--- src/rtl/control_unit.sv ---
// Multi-cycle instruction controller: decodes mv/mvi/add/sub from a latched IR
// into bus-select and register-enable strobes over states T0..T3.
module control_unit (
  input  logic        Clock,
  input  logic        Reset,
  input  logic        Run,
  input  logic [15:0] DIN,
  output logic [0:7]  Rout,
  output logic        Gout,
  output logic        DINout,
  output logic [0:7]  Rin,
  output logic        IRin,
  output logic        Ain,
  output logic        Gin,
  output logic        AddSub,
  output logic        Done,
  output logic [1:0]  dbg_state
);

  typedef enum logic [1:0] {T0 = 2'd0, T1 = 2'd1, T2 = 2'd2, T3 = 2'd3} state_t;

  localparam logic [2:0] OP_MV  = 3'b000;
  localparam logic [2:0] OP_MVI = 3'b001;
  localparam logic [2:0] OP_ADD = 3'b010;
  localparam logic [2:0] OP_SUB = 3'b011;

  state_t     state, state_next;
  logic [8:0] ir;
  logic [2:0] opcode, x, y;
  logic       is_arith;

  assign opcode    = ir[8:6];
  assign x         = ir[5:3];
  assign y         = ir[2:0];
  assign is_arith  = (opcode == OP_ADD) || (opcode == OP_SUB);
  assign dbg_state = state;

  always_ff @(posedge Clock) begin
    if (Reset) begin
      state <= T0;
      ir    <= '0;
    end else begin
      state <= state_next;
      if (IRin) ir <= DIN[15:7];
    end
  end

  // Handshake: Run is a request accepted only while in T0 (IRin=1 acknowledges
  // it); Done pulses on the final cycle of the instruction, after which the
  // controller is back in T0 and ready for the next Run.
  always_comb begin
    Rout       = '0;
    Rin        = '0;
    Gout       = 1'b0;
    DINout     = 1'b0;
    IRin       = 1'b0;
    Ain        = 1'b0;
    Gin        = 1'b0;
    AddSub     = 1'b0;
    Done       = 1'b0;
    state_next = T0;
    if (!Reset) begin
      case (state)
        T0: begin
          IRin       = Run;
          state_next = Run ? T1 : T0;
        end
        T1: begin
          case (opcode)
            OP_MV: begin
              Rout[y] = 1'b1;
              Rin[x]  = 1'b1;
              Done    = 1'b1;
            end
            OP_MVI: begin
              DINout = 1'b1;
              Rin[x] = 1'b1;
              Done   = 1'b1;
            end
            OP_ADD, OP_SUB: begin
              Rout[x]    = 1'b1;
              Ain        = 1'b1;
              state_next = T2;
            end
            default: Done = 1'b1;
          endcase
        end
        // T2/T3 are only entered for add/sub; any other IR here falls back to T0 silently.
        T2: begin
          if (is_arith) begin
            Rout[y]    = 1'b1;
            Gin        = 1'b1;
            AddSub     = (opcode == OP_SUB);
            state_next = T3;
          end
        end
        T3: begin
          if (is_arith) begin
            Gout   = 1'b1;
            Rin[x] = 1'b1;
            Done   = 1'b1;
          end
        end
        default: state_next = T0;
      endcase
    end
  end

endmodule

--- config.mk ---
export PLATFORM = sky130hd
export DESIGN_NAME = control_unit
export DESIGN_NICKNAME = d
export VERILOG_FILES = /design/src/rtl/control_unit.sv
export SDC_FILE = /design/constraint.sdc
export NUM_CORES = 1
export LEC_CHECK = 0
export BUFFER_PORTS_ARGS = -buffer_cell sky130_fd_sc_hd__buf_2
export CAP_MARGIN = 20
export CORE_MARGIN = 5
export CORE_UTILIZATION = 49
export CTS_CLUSTER_DIAMETER = 120
export DETAILED_ROUTE_END_ITERATION = 7
export PLACE_DENSITY = 0.95
export SYNTH_ARGS = -nofsm -noshare
export SYNTH_HDL_FRONTEND = slang
export SYNTH_SLANG_ARGS = --single-unit
--- constraint.sdc ---
create_clock -name Clock -period 2.1 [get_ports Clock]
set_input_delay 0.21 -clock Clock [delete_from_list [all_inputs] [get_ports Clock]]
set_output_delay 0.21 -clock Clock [all_outputs]
set_load 0.1 [all_outputs]
### Word-level counts from Yosys, hierarchy flattened

Cells that the tools add are included.

| word-level totals | value |
|---|---|
| flip-flop bits (word level) | 11 |
| input bits | 19 |
| output and inout bits | 25 |
| word-level logic and storage cells | 56 |

| cells by class | value |
|---|---|
| magnitude comparators | 4 |
| equal/unequal tests | 6 |
| multiplexer cells | 35 |
| bitwise logic cells | 2 |
| reduce and logical (&&, ||, !) cells | 7 |

Operator list:

| kind | count |
|---|---|
| $pmux 8 s2 | 3 |
| $mux 8 | 5 |
| $mux 1 | 21 |
| $ge 4x4->1 const B | 2 |
| $lt 4x1->1 const B | 2 |
| $not 3->4 | 2 |
| $demux 1 s3 | 2 |
| $eq 3x2->1 const B | 2 |
| $pmux 2 s3 | 1 |
| $eq 2x2->1 const B | 2 |
| $mux 2 | 2 |
| $reduce_or 2->1 | 2 |
| $eq 3x1->1 const B | 1 |
| $logic_not 3->1 | 1 |
| $eq 2x1->1 const B | 1 |
| $logic_and 1x1->1 | 2 |
| $logic_not 2->1 | 1 |
| $pmux 1 s2 | 1 |
| $logic_or 1x1->1 | 1 |

### Depth between registers and ports, before layout

| depth | value |
|---|---|
| word-level depth | 8 |
| mapped depth | 6 |
| mapped depth without buffers | 5 |

### Worst setup path before layout

OpenSTA, ideal clock, no wires.

| path | value |
|---|---|
| path kind | reg2reg |
| start | reg state[0], in the netlist dbg_state[0] |
| end | reg state[1], in the netlist dbg_state[1] |
| library setup time | 0.068 ns |
| data arrival time | 3.897 ns |
| data required time | 2.032 ns |
| path slack | -1.865 ns |
| cell stages (with the launch flop) | 4 |
| buffers on the path | 0 |
| period minus slack after synthesis | 3.965 ns |
| path through | dfxtp_1 ha_1 nor3b_1 o21ba_2 |

| on the way | value |
|---|---|
| cells in the longest elaborated chain, start to end | 2 |
| elaborated cells on any way between the ends | 4 |
| classes of those cells | eq/ne: 2; mux: 1; reduce/logical: 1 |

Ends and longest elaborated chain:

| item | RTL line | text |
|---|---|---|
| start, declared | 27 | `state_t state, state_next;` |
| start signal, assigned | 43 | `state <= state_next;` |
| $eq 2x2->1, or another cell as far along | 63 | `case (state)` |
| $pmux 2 s3 (*) | 63 |  |

Mark *: on every way between the ends. The rest lies on a longest branch, timed or not.
A chain may end at the register's enable or synchronous reset.

### Worst setup path in the final report

| path | value |
|---|---|
| start | reg ir[2] |
| end | out Rout[2] (netlist name) |

| on the way | value |
|---|---|
| cells in the longest elaborated chain, start to end | 8 |
| elaborated cells on any way between the ends | 10 |
| classes of those cells | order compare: 2; mux: 6; bitwise: 1; reduce/logical: 1 |

Ends and longest elaborated chain:

| item | RTL line | text |
|---|---|---|
| start, declared | 28 | `logic [8:0] ir;` |
| start signal, assigned | 44 | `if (IRin) ir <= DIN[15:7];` |
| $not 3->4 (not written as such) (*) | 71, 91 |  |
| $ge 4x4->1 (not written as such) / $lt 4x1->1 (equally long branches) | 71, 91 |  |
| $logic_and 1x1->1 (not written as such) | 71, 91 |  |
| $mux 1 (not written as such) | 71, 91 |  |
| $demux 1 s3 (*) | 71, 91 |  |
| $pmux 8 s2 / $mux 8 (equally long branches) | 69, 90 |  |
| $pmux 8 s2 (*) | 63 |  |
| $mux 8 (*) | 62 | `if (!Reset) begin` |
| end, declared | 8 | `output logic [0:7] Rout,` |

Marks and branches as above.

==> results.json <==
{
  "grt_overflow_total": 0,
  "end_kind": "primary output",
  "synth_nets": 137,
  "drive_above_1_share": 0.571,
  "r2r_end": "dbg_state[1]$_SDFF_PP0_",
  "setup_violations": 1,
  "yosysWarningCount": 0,
  "slew_viol_final": 0,
  "min_from": "DIN[10]",
  "grt_max_degree": 17,
  "violations": "negative setup slack",
  "drtIter0Drc": 49,
  "crit_buf_inv": 1,
  "crit_family": "simple AND/OR/NAND/NOR gates",
  "antenna_cells": 0,
  "required_ns": 1.89,
  "synth_cells": 113,
  "power_density_nw_per_um2": 356,
  "outcome": "finished with violations",
  "root_buffer": "clkbuf_4",
  "ioPinCount": 44,
  "finClkSkew_ns": 0.000403,
  "max_freq_mhz": 473,
  "worst_pin_slew_ns": 0.557,
  "setup_slack_ns": -0.0120,
  "grt_pass1_wl_um": 4710,
  "pre_cts_slack_ns": 0.269,
  "dp_cells": 168,
  "relSlewSlack": 0.628,
  "hold_class": "in -> reg",
  "r2r_cells": 5,
  "ctsHoldBuffers": 0,
  "ant_nets": 0,
  "synth_edf_count": 0,
  "coreArea_um2": 1750,
  "register_area_um2": 230,
  "fp.dieW_um": 53.1,
  "start_kind": "flip-flop",
  "grt_use_met3": 0.0338,
  "gp_congestion": 0.804,
  "syn_avg_cell_area_um2": 8.05,
  "p_leak_nw": 0.604,
  "initial_core_util": 0.521,
  "hpwl_um": 2300,
  "grt_use_met2": 0.421,
  "dr.pass1.iters": 4,
  "drc": 0,
  "cts_max_path_buffers": 2,
  "fillerInstances": 65,
  "syn_area_um2": 910,
  "synthFlopType": "dfxtp_1",
  "min_period_ns": 2.11,
  "cts_htree_levels": 1,
  "maxCapViolCount": 0,
  "hold_path_depth": 3,
  "tns_ns": -0.0120,
  "wl_per_cell_um": 19.0,
  "nets": 179,
  "num_vias": 1116,
  "postLayoutCellArea_um2": 1620,
  "crit_chain": "nor4b_1 -> a22oi_1 -> o32ai_4 -> buf_12",
  "peakVddDrop_mv": 0.514,
  "totalWireLength_um": 3400,
  "rows": 15,
  "clock_sinks": 11,
  "antenna_found_initial": 0,
  "async_reset_ff_frac": 0,
  "critPathSlowestCell": "nor4b_1",
  "die-area_um2": 2820,
  "io_buffers": 36,
  "via_per_inst": 6.23,
  "path_max_fanout": 11,
  "clkSlewWorstSetupHoldPaths_ns": 0.06,
  "synth_top_area_frac": 0.242,
  "setup.worst_path.class": "reg -> out",
  "cts_tree": "done",
  "die_h_um": 53.1,
  "grt_pass1_vias": 996,
  "ys_seq_elements": 11,
  "slowest_delay_ns": 0.50,
  "clkLatencyLatePin_ns": 0.27,
  "finalHoldViolations": 0,
  "use_met1": 0.256,
  "dpl_cell_area_um2": 1510,
  "yosysUniqueCellTypes": 32,
  "syn2layout_area_growth_pct": 77.9,
  "timing.rr.start": "dbg_state[0]$_SDFF_PP0_",
  "busiest_layer": "met2",
  "timing.final.crit_share": 1.01,
  "multiInputGateArea_um2": 877,
  "synth.area.top_cells": "dfxtp_1 24%, nand2_1 8.7%, ha_1 6.9%",
  "cp.arrival_ns": 1.90,
  "yosys.area.top_type": "dfxtp_1",
  "holdPathEnd": "ir[3]$_SDFFE_PP0P_",
  "ys_seq_area_frac": 0.242,
  "worst-r2r-setup-slack_ns": 0.77,
  "finalNonFillerCells": 179,
  "cts_buffers": 3,
  "grt.total_usage": 0.233
}
-- cell type report --
cell class                 count  area share
inverter                       2     0.00619
tap                           25      0.0193
multi-input combinational     93       0.542
sequential                    11       0.142
timing repair buffer          44       0.274
clock buffer                   4      0.0162
-- tightest hold or removal path, cell delays in order --
cell	delay [ns]
buf_2	0.09
nand2_1	0.05
a21oi_1	0.05
-- Yosys cell counts (3+ instances only) --
master and n:
ha_1 5, nor2_1 11, a32oi_1 4, nor3_1 3, nand2b_1 4, o22ai_1 6, a22oi_1 4, nor3b_1 3
a21oi_1 9, clkbuf_1 3, buf_6 3, nor2b_1 3, dfxtp_1 11, nand2_1 21
-- stage by stage --
stage | utilization | hold slack (ns) | total power [W]
floorplan | - | 0.346 | 0.000383
global placement | 0.867 | 0.451 | 0.000410
detailed placement | 0.867 | 0.460 | 0.000421
CTS | 0.895 | 0.164 | 0.000567
global route | 0.927 | 0.172 | 0.000599
finish | 0.927 | 0.172 | 0.000576
-- cells by family after synthesis --
| logic type | Yosys count | synth area share |
|---|---|---|
| buf+inv | 9 | 0.0633 |
| mux | 2 | 0.0234 |
| simple gates | 59 | 0.382 |
| fa+ha+maj | 5 | 0.0688 |
| compound gates | 27 | 0.220 |
| flops | 11 | 0.242 |
-- worst max-delay path by stage --
stage / start / to / slack [ns] / cells past startpoint
floorplan: dbg_state[1]$_SDFF_PP0_ / Rout[2] / -0.40 / 4
global placement: dbg_state[1]$_SDFF_PP0_ / Rin[0] / 0.32 / 6
detailed placement: dbg_state[1]$_SDFF_PP0_ / Rin[0] / 0.27 / 6
CTS: ir[7]$_SDFFE_PP0P_ / Rout[6] / 0.01 / 4
global route: ir[2]$_SDFFE_PP0P_ / Rout[2] / -0.06 / 4
finish: ir[2]$_SDFFE_PP0P_ / Rout[2] / -0.01 / 4
-- where the power goes --
group	internal, W	switching, W
Combinational	0.0000622	0.000115
Clock	0.0000738	0.0000702
Sequential	0.000219	0.0000352
-- layout by cell type, fill, tap and decap left out, types with 2 or more instances in the layout --
cell / synthesis / layout
a21oi_1: 9 / 9
a22oi_1: 4 / 4
a32oi_1: 4 / 4
buf_12: 0 / 13
buf_2: 1 / 20
buf_4: 0 / 8
clkbuf_4: 0 / 6
dfxtp_1: 11 / 7
dfxtp_2: 0 / 2
dfxtp_4: 0 / 2
ha_1: 5 / 2
ha_4: 0 / 2
nand2_1: 21 / 21
nand2b_1: 4 / 4
nand3b_1: 2 / 2
nor2_1: 11 / 3
nor2_2: 0 / 2
nor2_4: 0 / 6
nor2b_1: 3 / 3
nor3_4: 0 / 2
nor3b_4: 0 / 2
o21ba_2: 2 / 2
o22ai_4: 0 / 6
o32ai_4: 0 / 2
-- layer usage --
metal	routed length [µm]	part of all wire	vias up
met5	0	0	-
met4	207	0.061	0
met3	253	0.074	18
met2	1740	0.51	92
met1	1210	0.35	507
li1	-	-	499
-- registers in the layout, indices dropped and copies added, names as in the netlist --
signal / flops
dbg_state: 2
ir: 9
-- repair_timing --
action / in CTS / in global routing
setup buffers: 3 / 4
setup endpoints to repair: 1 / 9
pin swaps: 0 / 2
hold endpoints to repair: 0 / 0
resized for setup: 0 / 9
No activity file was read; power rests on OpenSTA's default activity.
